## src/rtl/spi_frame_slave_if.sv

```systemverilog
// Bus bundle for spi_frame_slave: SPI pads plus the word-level tx/rx handshake.
// SPI_FRAME_LSB_FIRST_EN adds the lsb_first select.
interface spi_frame_slave_if #(
  parameter int DATA_WIDTH = 32
);
  logic                  sclk;
  logic                  ss_n;
  logic                  mosi;
  logic                  miso;
  logic                  miso_oeb;
  logic [1:0]            mode;
  logic [DATA_WIDTH-1:0] tx_data;
  logic                  tx_load;
  logic                  tx_ready;
  logic [DATA_WIDTH-1:0] rx_data;
  logic                  rx_valid;
  logic                  frame_active;
  logic                  tx_underrun;
  logic                  frame_abort;
`ifdef SPI_FRAME_LSB_FIRST_EN
  logic                  lsb_first;
`endif

  modport slave (
`ifdef SPI_FRAME_LSB_FIRST_EN
    input  lsb_first,
`endif
    input  sclk, ss_n, mosi, mode, tx_data, tx_load,
    output miso, miso_oeb, tx_ready, rx_data, rx_valid,
    output frame_active, tx_underrun, frame_abort
  );

  modport master (
`ifdef SPI_FRAME_LSB_FIRST_EN
    output lsb_first,
`endif
    output sclk, ss_n, mosi, mode, tx_data, tx_load,
    input  miso, miso_oeb, tx_ready, rx_data, rx_valid,
    input  frame_active, tx_underrun, frame_abort
  );
endinterface

```

## src/rtl/spi_frame_slave.sv

```systemverilog
// SPI slave, all four modes, oversampled in the system clock domain, one-word tx buffer.
// Optional SPI_FRAME_LSB_FIRST_EN adds an LSB-first mode latched at frame start.
module spi_frame_slave #(
  parameter int DATA_WIDTH = 32
) (
  input logic              clock,
  input logic              reset_n,
  spi_frame_slave_if.slave bus
);
  localparam int                CW       = $clog2(DATA_WIDTH);
  localparam logic [CW-1:0]     LAST_BIT = CW'(DATA_WIDTH - 1);

  typedef enum logic {IDLE, ACTIVE} state_e;

  state_e                state_q, state_d;
  logic [2:0]            sclk_sync_q, ss_sync_q, mosi_sync_q;
  logic [1:0]            mode_q, mode_d;
  logic                  lsb_q, lsb_d;
  logic [CW-1:0]         bit_cnt_q, bit_cnt_d;
  logic                  hold_q, hold_d;
  logic [DATA_WIDTH-1:0] tx_shift_q, tx_shift_d;
  logic [DATA_WIDTH-1:0] rx_shift_q, rx_shift_d;
  logic [DATA_WIDTH-1:0] tx_buf_q, tx_buf_d;
  logic [DATA_WIDTH-1:0] rx_data_q, rx_data_d;
  logic                  tx_ready_q, tx_ready_d;
  logic                  rx_valid_q, rx_valid_d;
  logic                  underrun_q, underrun_d;
  logic                  abort_q, abort_d;

  logic                  sclk_rise, sclk_fall, ss_rise, ss_fall;
  logic                  leading_edge, trailing_edge, sample_edge, shift_edge;
  logic                  mosi_bit, reload;
  logic [DATA_WIDTH-1:0] rx_next, tx_next;

  assign sclk_rise = sclk_sync_q[1] & ~sclk_sync_q[2];
  assign sclk_fall = ~sclk_sync_q[1] & sclk_sync_q[2];
  assign ss_rise   = ss_sync_q[1] & ~ss_sync_q[2];
  assign ss_fall   = ~ss_sync_q[1] & ss_sync_q[2];
  // Data is stable for several clocks around each sample edge, so the oldest tap is safe.
  assign mosi_bit  = mosi_sync_q[2];

  assign leading_edge  = mode_q[1] ? sclk_fall : sclk_rise;
  assign trailing_edge = mode_q[1] ? sclk_rise : sclk_fall;
  assign sample_edge   = mode_q[0] ? trailing_edge : leading_edge;
  assign shift_edge    = mode_q[0] ? leading_edge : trailing_edge;

  assign rx_next = lsb_q ? {mosi_bit, rx_shift_q[DATA_WIDTH-1:1]}
                         : {rx_shift_q[DATA_WIDTH-2:0], mosi_bit};
  assign tx_next = lsb_q ? {1'b0, tx_shift_q[DATA_WIDTH-1:1]}
                         : {tx_shift_q[DATA_WIDTH-2:0], 1'b0};

  // NOTE: every variable gets its default before the case so no path can infer a latch.
  always_comb begin
    state_d    = state_q;
    mode_d     = mode_q;
    lsb_d      = lsb_q;
    bit_cnt_d  = bit_cnt_q;
    hold_d     = hold_q;
    tx_shift_d = tx_shift_q;
    rx_shift_d = rx_shift_q;
    tx_buf_d   = tx_buf_q;
    rx_data_d  = rx_data_q;
    tx_ready_d = tx_ready_q;
    rx_valid_d = 1'b0;
    underrun_d = 1'b0;
    abort_d    = 1'b0;
    reload     = 1'b0;

    case (state_q)
      IDLE: begin
        if (ss_fall) begin
          state_d   = ACTIVE;
          mode_d    = bus.mode;
`ifdef SPI_FRAME_LSB_FIRST_EN
          lsb_d     = bus.lsb_first;
`else
          lsb_d     = 1'b0;
`endif
          bit_cnt_d = '0;
          hold_d    = bus.mode[0];
          reload    = 1'b1;
        end
      end
      ACTIVE: begin
        if (ss_rise) begin
          state_d = IDLE;
          if (bit_cnt_q != '0) begin
            abort_d    = 1'b1;
            rx_shift_d = '0;
          end
          bit_cnt_d = '0;
        end else if (sample_edge) begin
          rx_shift_d = rx_next;
          if (bit_cnt_q == LAST_BIT) begin
            rx_data_d  = rx_next;
            rx_valid_d = 1'b1;
            bit_cnt_d  = '0;
            reload     = 1'b1;
            hold_d     = 1'b1;
          end else begin
            bit_cnt_d = bit_cnt_q + 1'b1;
          end
        end else if (shift_edge) begin
          // The first shift edge after a reload must keep the fresh word's first bit on miso.
          if (hold_q) hold_d = 1'b0;
          else        tx_shift_d = tx_next;
        end
      end
      default: state_d = IDLE;
    endcase

    if (reload) begin
      if (!tx_ready_q) begin
        tx_shift_d = tx_buf_q;
        tx_ready_d = 1'b1;
      end else begin
        tx_shift_d = '0;
        underrun_d = 1'b1;
      end
    end

    // Gated on the registered flag: a load coincident with a reload from a full buffer is dropped.
    if (bus.tx_load && tx_ready_q) begin
      tx_buf_d   = bus.tx_data;
      tx_ready_d = 1'b0;
    end
  end

  // NOTE: sequential state uses non-blocking assignments so all registers update together.
  always_ff @(posedge clock or negedge reset_n) begin
    if (!reset_n) begin
      state_q     <= IDLE;
      sclk_sync_q <= 3'b000;
      ss_sync_q   <= 3'b111;
      mosi_sync_q <= 3'b000;
      mode_q      <= 2'b00;
      lsb_q       <= 1'b0;
      bit_cnt_q   <= '0;
      hold_q      <= 1'b0;
      tx_shift_q  <= '0;
      rx_shift_q  <= '0;
      tx_buf_q    <= '0;
      rx_data_q   <= '0;
      tx_ready_q  <= 1'b1;
      rx_valid_q  <= 1'b0;
      underrun_q  <= 1'b0;
      abort_q     <= 1'b0;
    end else begin
      state_q     <= state_d;
      sclk_sync_q <= {sclk_sync_q[1:0], bus.sclk};
      ss_sync_q   <= {ss_sync_q[1:0], bus.ss_n};
      mosi_sync_q <= {mosi_sync_q[1:0], bus.mosi};
      mode_q      <= mode_d;
      lsb_q       <= lsb_d;
      bit_cnt_q   <= bit_cnt_d;
      hold_q      <= hold_d;
      tx_shift_q  <= tx_shift_d;
      rx_shift_q  <= rx_shift_d;
      tx_buf_q    <= tx_buf_d;
      rx_data_q   <= rx_data_d;
      tx_ready_q  <= tx_ready_d;
      rx_valid_q  <= rx_valid_d;
      underrun_q  <= underrun_d;
      abort_q     <= abort_d;
    end
  end

  assign bus.miso         = lsb_q ? tx_shift_q[0] : tx_shift_q[DATA_WIDTH-1];
  assign bus.miso_oeb     = (state_q != ACTIVE);
  assign bus.frame_active = (state_q == ACTIVE);
  assign bus.tx_ready     = tx_ready_q;
  assign bus.rx_data      = rx_data_q;
  assign bus.rx_valid     = rx_valid_q;
  assign bus.tx_underrun  = underrun_q;
  assign bus.frame_abort  = abort_q;
endmodule
```

## src/flat_wrapper.sv

```systemverilog
// flat-port wrapper written by rule: the top's interface ports become plain ports
module spi_frame_slave_flat 
#(
  parameter int DATA_WIDTH = 32
)
  (clock, reset_n, bus_sclk, bus_ss_n, bus_mosi, bus_mode, bus_tx_data, bus_tx_load, bus_miso, bus_miso_oeb, bus_tx_ready, bus_rx_data, bus_rx_valid, bus_frame_active, bus_tx_underrun, bus_frame_abort);
  spi_frame_slave_if #(.DATA_WIDTH(DATA_WIDTH)) bus_i ();
  input logic clock;
  input logic reset_n;
  input wire logic [$bits(bus_i.sclk)-1:0] bus_sclk;
  input wire logic [$bits(bus_i.ss_n)-1:0] bus_ss_n;
  input wire logic [$bits(bus_i.mosi)-1:0] bus_mosi;
  input wire logic [$bits(bus_i.mode)-1:0] bus_mode;
  input wire logic [$bits(bus_i.tx_data)-1:0] bus_tx_data;
  input wire logic [$bits(bus_i.tx_load)-1:0] bus_tx_load;
  output wire logic [$bits(bus_i.miso)-1:0] bus_miso;
  output wire logic [$bits(bus_i.miso_oeb)-1:0] bus_miso_oeb;
  output wire logic [$bits(bus_i.tx_ready)-1:0] bus_tx_ready;
  output wire logic [$bits(bus_i.rx_data)-1:0] bus_rx_data;
  output wire logic [$bits(bus_i.rx_valid)-1:0] bus_rx_valid;
  output wire logic [$bits(bus_i.frame_active)-1:0] bus_frame_active;
  output wire logic [$bits(bus_i.tx_underrun)-1:0] bus_tx_underrun;
  output wire logic [$bits(bus_i.frame_abort)-1:0] bus_frame_abort;
  assign bus_i.sclk = bus_sclk;
  assign bus_i.ss_n = bus_ss_n;
  assign bus_i.mosi = bus_mosi;
  assign bus_i.mode = bus_mode;
  assign bus_i.tx_data = bus_tx_data;
  assign bus_i.tx_load = bus_tx_load;
  assign bus_miso = bus_i.miso;
  assign bus_miso_oeb = bus_i.miso_oeb;
  assign bus_tx_ready = bus_i.tx_ready;
  assign bus_rx_data = bus_i.rx_data;
  assign bus_rx_valid = bus_i.rx_valid;
  assign bus_frame_active = bus_i.frame_active;
  assign bus_tx_underrun = bus_i.tx_underrun;
  assign bus_frame_abort = bus_i.frame_abort;
  spi_frame_slave #(.DATA_WIDTH(DATA_WIDTH)) u_core (.clock(clock), .reset_n(reset_n), .bus(bus_i));
endmodule
```

## config.mk

```make
export PLATFORM = sky130hd
export DESIGN_NAME = spi_frame_slave_flat
export DESIGN_NICKNAME = d
export VERILOG_FILES = /design/src/rtl/spi_frame_slave_if.sv /design/src/rtl/spi_frame_slave.sv /design/src/flat_wrapper.sv
export SDC_FILE = /design/constraint.sdc
export NUM_CORES = 1
export LEC_CHECK = 0
export BUFFER_PORTS_ARGS = -buffer_cell sky130_fd_sc_hd__buf_2
export CAP_MARGIN = 0
export CORE_ASPECT_RATIO = 0.6
export CORE_UTILIZATION = 55
export DETAILED_ROUTE_END_ITERATION = 8
export PLACE_DENSITY_LB_ADDON = 0.3
export SLEW_MARGIN = 20
export SYNTH_ARGS = -nofsm -noshare
export SYNTH_HDL_FRONTEND = slang
export SYNTH_SLANG_ARGS = --single-unit
export TNS_END_PERCENT = 100
```

## constraint.sdc

```tcl
create_clock -name clock -period 2.6 [get_ports clock]
set_clock_uncertainty 0.2 [all_clocks]
set_input_delay 0.13 -clock clock [delete_from_list [all_inputs] [get_ports clock]]
set_output_delay 0.13 -clock clock [all_outputs]
set_load 0.005 [all_outputs]
```

==> out/results.txt, run 1 <==
status: finished, violations left
violated checks: design-rule violations
setup TNS: 0 ns
Worst Path Arrival: 2.58 ns
Warnings, synthesis: 0
Yosys reg bits: 149
# diodes: 0
WP data required: 2.72 ns
fin cells: 759
post-synthesis sequential area ratio: 0.606
Buf/Inv on CP: 0
max cap viols: 0
period utilization: 0.947
Setup crit end kind: flip-flop
Worst path depth: 6
antenna-violating nets left: 0
CP max-delay cell: or4_1
CTS sink count: 149
DRT iter0 DRCs: 222
grt ovf: 0
mean post-synth cell area: 12.5 um^2
DP HPWL: 7.44 mm
All-Layer GR Usage: 0.224
CTS tree: yes
Yosys top cell by area: dfrtp_1
clock root cell: clkbuf_16
Post-synth EDFFs: 0
fraction of layout cells with a size suffix above 1: 0.319
Slew Limit Fails: 0
Synth async-reset ratio: 1.00
initial antenna violation count: 0
post-synth net total: 536
Unique masters post-synth: 40
total core area: 10,700 um^2
VDD IR max: 532 uV
Cell Chain, Critical Path: ha_1 -> and3_1 -> ha_1 -> or3_1 -> or4_1 -> o211ai_1
vias in the first global route: 4,170
Post-synth top cells: dfrtp_1 (145), nand2_1 (67), mux2_2 (66), o21ai_0 (35), mux2i_1 (34)
top cell type's share of synthesized area: 0.588
commonest register cell after synthesis: dfrtp_1
WL/cell: 15.7 um
die area: 11,700 um^2
drt via density: 5.42
Max Fclk: 0.406 GHz
Largest delay share family, worst path: simple AND/OR/NAND/NOR gates
largest net degree at the start of global routing: 67
wirelength, routed: 11.9 mm
Area Growth Syn to Fin: 24.6%
PwrDens: 891 nW/um^2
CP max FO: 5
num rows: 29
Syn Inst Count: 493
Reg2Reg Depth: 6
Final Setup Violations: 0
Final Wtd Congestion: 0.844
ranking of synthesized cells by area: dfrtp_1 (59%), mux2_2 (12%), mux2i_1 (5.5%), nand2_1 (4.1%), nand3b_1 (3.9%)
final instance area: 7680 um^2
met2 GRT Util: 0.347
met1 usage: 0.314
Die W: 139 um
postcts setup bufs: 0
Least-Margin Pin Slew: 0.693 ns
clk_lat worst skew: 0.40 ns
most used routing layer in global routing: met2
CP peak stage delay: 0.54 ns
Die H: 84.0 um
post-layout min period: 2.46 ns
Num CTS Buffers: 17
cell mode on critical path: ha_1
GRT met3 Usage: 0.0499
slew margin rel.: 0.536
WS Path Type: flip-flop to flip-flop
RSZ-0062 raised after global routing: false
H-tree depth: 4
global-route wire length before repair: 20.4 mm
Post-Place Cells: 691
cts repair resizes: 0
final hold violations: 0
HP Class: primary input to async pin
Startpoint Class: flip-flop
count leader, synth: dfrtp_1
Clock Path Buffers: 2
Initial Util: 0.574
port buffer count: 78
via count: 4,115
number of remaining DRC errors: 4
Ports: 79
First-pass DRT Iterations: 9
placed inst area: 6740 um^2
Mapped Area: 6170 um^2
clk slew on worst S/H paths: 0.06 ns
Leak Pwr: 3.51 nW
Nets: 652
## stage by stage
step           worst slack (ns)  hold WS (ns)   util  power, mW
6_report                  0.137        0.0738  0.715       6.85
5_1_grt                  0.0493        0.0916  0.715       7.20
4_1_cts                   0.144        0.0601  0.715       6.89
3_5_place_dp              0.149       -0.0427  0.628       4.53
3_3_place_gp              0.284       -0.0502  0.628       4.42
2_1_floorplan             0.343        -0.366      -       4.12
## worst paths after layout
kind	startpoint	end	slack [ns]
hold reg to reg	u_core.mosi_sync_q[1]$_DFF_PN0_	u_core.mosi_sync_q[2]$_DFF_PN0_	0.15
setup reg to reg	u_core.bit_cnt_q[0]$_DFFE_PN0P_	u_core.bit_cnt_q[3]$_DFFE_PN0P_	0.14
setup / recovery	u_core.bit_cnt_q[0]$_DFFE_PN0P_	u_core.bit_cnt_q[3]$_DFFE_PN0P_	0.14
min in group clock	bus_tx_load	u_core.bus.tx_ready$_DFFE_PN1P_	0.07
hold / removal	reset_n	u_core.sclk_sync_q[2]$_DFF_PN0_	0.07
max in group asynchronous	reset_n	u_core.bus.tx_ready$_DFFE_PN1P_	1.30
## logic make-up after synthesis
logic type,share of synthesized area
buffers and inverters,0.0310
and+or+nand+nor,0.110
xor gates and xnor gates,0.00264
AOI/OAI and AO/OA,0.0690
muxes,0.176
DFF,0.606
adders and majority gates,0.00609
## routing by layer
layer  share of wire  up-vias
met1            0.48     2059
met2            0.47       96
li1                -     1947
met5               0        -
met4           0.012        0
met3           0.040       13
## state kept, by name (all words and copies together), names as in the netlist, 3 cells and up
register and count:
u_core.mosi_sync_q 3, u_core.rx_shift_q 31, u_core.tx_shift_q 32, u_core.sclk_sync_q 3, u_core.ss_sync_q 3, u_core.tx_buf_q 32, u_core.bit_cnt_q 5, u_core.bus.rx_data 32
## where the power goes
| group | leakage, nW | switching, mW | internal (mW) |
|---|---|---|---|
| Combinational | 1.29 | 0.604 | 0.695 |
| Sequential | 1.94 | 0.347 | 2.89 |
| Clock | 0.276 | 0.909 | 1.40 |
| Total | 3.51 | 1.86 | 4.98 |
## placed cells by master (no fill, tap or decap), drive strengths merged, types with 4 or more instances in the layout
cell type and count:
nor2 6, dfstp 4, inv 4, clkbuf 21, mux2 66, nand2 67, dlygate4sd3 38, mux2i 34
clkinv 6, dfrtp 145, nand2b 5, o21ai 65, nand3b 32, buf 90
## cell type report
cell class | instances | area, um^2
Sequential cell | 149 | 3730
Fill cell | 753 | 3060
Multi-Input combinational cell | 309 | 2270
Timing Repair Buffer | 128 | 930
Clock buffer | 21 | 480
Tap cell | 139 | 174
Clock inverter | 9 | 78.8
Inverter | 4 | 15.0
## what timing repair did
item	4_1_cts	5_1_grt
endpoints found under the setup margin	0	0
hold buffers	38	0
endpoints found under the hold margin	101	0
Power figures use the tool's default switching activity.
==> run 2: changes to the inputs <==
--- a/config.mk
+++ b/config.mk
@@ -10,7 +10,7 @@
 export CORE_ASPECT_RATIO = 0.6
 export CORE_UTILIZATION = 55
 export DETAILED_ROUTE_END_ITERATION = 8
-export PLACE_DENSITY_LB_ADDON = 0.3
+export PLACE_DENSITY = 0.77
 export SLEW_MARGIN = 20
 export SYNTH_ARGS = -nofsm -noshare
 export SYNTH_HDL_FRONTEND = slang
==> out/results.txt, run 2 (synthesized netlist as in run 1, its figures left out) <==
total core area: 10,700 um^2 (unchanged)
clock root cell: clkbuf_16 (unchanged)
DRT iter0 DRCs: 247 (was 222)
Max Fclk: 0.397 GHz (was 0.406 GHz)
num rows: 29 (unchanged)
placed inst area: 6720 um^2 (was 6740 um^2)
Slew Limit Fails: 0 (unchanged)
Clock Path Buffers: 2 (unchanged)
VDD IR max: 527 uV (was 532 uV)
Final Setup Violations: 0 (unchanged)
global-route wire length before repair: 20.6 mm (was 20.4 mm)
pre-CTS WS: -0.128 ns (was 0.149 ns)
Die H: 84.0 um (unchanged)
die area: 11,700 um^2 (unchanged)
post-route setup slack: 0.0790 ns (was 0.137 ns)
Final Wtd Congestion: 0.846 (was 0.844)
Area Growth Syn to Fin: 26.0% (was 24.6%)
final instance area: 7770 um^2 (was 7680 um^2)
WL/cell: 16.1 um (was 15.7 um)
commonest non-fill, non-tap cell in the layout: dfrtp_1 (unchanged)
initial antenna violation count: 0 (unchanged)
largest net degree at the start of global routing: 67 (unchanged)
Startpoint Class: flip-flop (unchanged)
antenna-violating nets left: 0 (unchanged)
DP HPWL: 7.38 mm (was 7.44 mm)
Ports: 79 (unchanged)
Least-Margin Pin Slew: 0.730 ns (was 0.693 ns)
Nets: 653 (was 652)
First-pass DRT Iterations: 6 (was 9)
Worst Path Arrival: 2.64 ns (was 2.58 ns)
period utilization: 0.970 (was 0.947)
grt ovf: 0 (unchanged)
Setup crit end kind: flip-flop (unchanged)
slew margin rel.: 0.512 (was 0.536)
clk slew on worst S/H paths: 0.06 ns (about the same)
post-layout min period: 2.52 ns (was 2.46 ns)
status: finished, violations left (unchanged)
Leak Pwr: 3.53 nW (was 3.51 nW)
CTS tree: yes (unchanged)
Num CTS Buffers: 17 (unchanged)
max cap viols: 0 (unchanged)
WS Path Type: flip-flop to flip-flop (unchanged)
# diodes: 0 (unchanged)
CTS sink count: 149 (unchanged)
met2 GRT Util: 0.348 (was 0.347)
most frequent cells in the layout: dfrtp_1 (145), buf_2 (77), nand2_1 (67) (unchanged)
RSZ-0062 raised after global routing: false (unchanged)
via count: 4,064 (was 4,115)
Initial Util: 0.574 (unchanged)
met1 usage: 0.322 (was 0.314)
most used routing layer in global routing: met2 (unchanged)
PwrDens: 911 nW/um^2 (was 891 nW/um^2)
fraction of layout cells with a size suffix above 1: 0.326 (was 0.319)
All-Layer GR Usage: 0.230 (was 0.224)
violated checks: design-rule violations (unchanged)
H-tree depth: 4 (unchanged)
number of remaining DRC errors: 5 (was 4)
port buffer count: 78 (unchanged)
drt via density: 5.33 (was 5.42)
GRT met3 Usage: 0.0654 (was 0.0499)
clk_lat worst skew: 0.41 ns (was 0.40 ns)
Die W: 139 um (unchanged)
wirelength, routed: 12.3 mm (was 11.9 mm)
CP max FO: 5 (unchanged)
Final Core Density: 0.723 (was 0.715)
HP Class: primary input to async pin (unchanged)
vias in the first global route: 4,072 (was 4,170)
WP data required: 2.72 ns (about the same)
final hold violations: 0 (unchanged)
## run 2: cell count changes in the layout (fill, tap and decap cells not counted), sizes merged
cell,delta
clkinv,-1
bufinv,+2
inv,+2
clkbuf,-2
clkinvlp,+1
nor2,+1
## run 2: path summary, 6_finish.rpt
path	from	to	slack, ns	cells after the start
max	u_core.bit_cnt_q[0]$_DFFE_PN0P_	u_core.bit_cnt_q[3]$_DFFE_PN0P_	0.08	6
min	reset_n	u_core.hold_q$_DFFE_PN0P_	0.02	2
max reg2reg	u_core.bit_cnt_q[0]$_DFFE_PN0P_	u_core.bit_cnt_q[3]$_DFFE_PN0P_	0.08	6
min reg2reg	u_core.ss_sync_q[0]$_DFF_PN1_	u_core.ss_sync_q[1]$_DFF_PN1_	0.16	0
max in group asynchronous	reset_n	u_core.tx_shift_q[20]$_DFFE_PN0P_	1.44	3
min in group clock	bus_tx_load	u_core.bus.tx_ready$_DFFE_PN1P_	0.10	4
## run 2: through the flow
step	TNS [ns]	cells	hold WS [ns]	total power, mW
after CTS	0	761	0.0253	7.13
after detailed placement	-3.55	690	-0.0968	4.51
final	0	762	0.0159	7.08
after global routing	0	762	0.0451	7.46
after floorplan	0	493	-0.366	4.12
after global placement	-0.283	690	-0.110	4.41
## run 2: report_power, final
group	internal [mW]	switching, mW	leakage (nW)
registers	2.89	0.350	1.94
clock network	1.57	0.969	0.296
logic	0.694	0.603	1.29
## run 2: worst max-delay path, stage by stage (launching register included)
cell and delay (ns):
dfrtp_1 0.42, ha_1 0.24, and3_1 0.20, ha_1 0.24
or3_1 0.45, or4_1 0.54, o211ai_1 0.13
## run 2: timing repair
| action | in CTS | in global routing |
|---|---|---|
| resized for setup | 2 | 1 |
| endpoints found under the hold margin | 187 | 0 |
| hold buffers | 38 | 0 |
| buffers inserted | 0 | 1 |
| pin swaps | 0 | 1 |
| gates cloned | 1 | 0 |
| setup endpoints to repair | 32 | 47 |
## run 2: area by class of cell
type                       count  area, um^2
clock buffer                  19         453
inverter                       4        15.0
sequential                   149        3730
timing repair buffer         128         930
clock inverter                13         174
multi-input combinational    310        2290
fill                         711        2970
tap                          139         174
## run 2: metal layers
layer,up-vias,wire length [um]
met3,13,474
met4,0,158
met5,-,0
li1,1948,-
met2,83,5540
met1,2020,6080
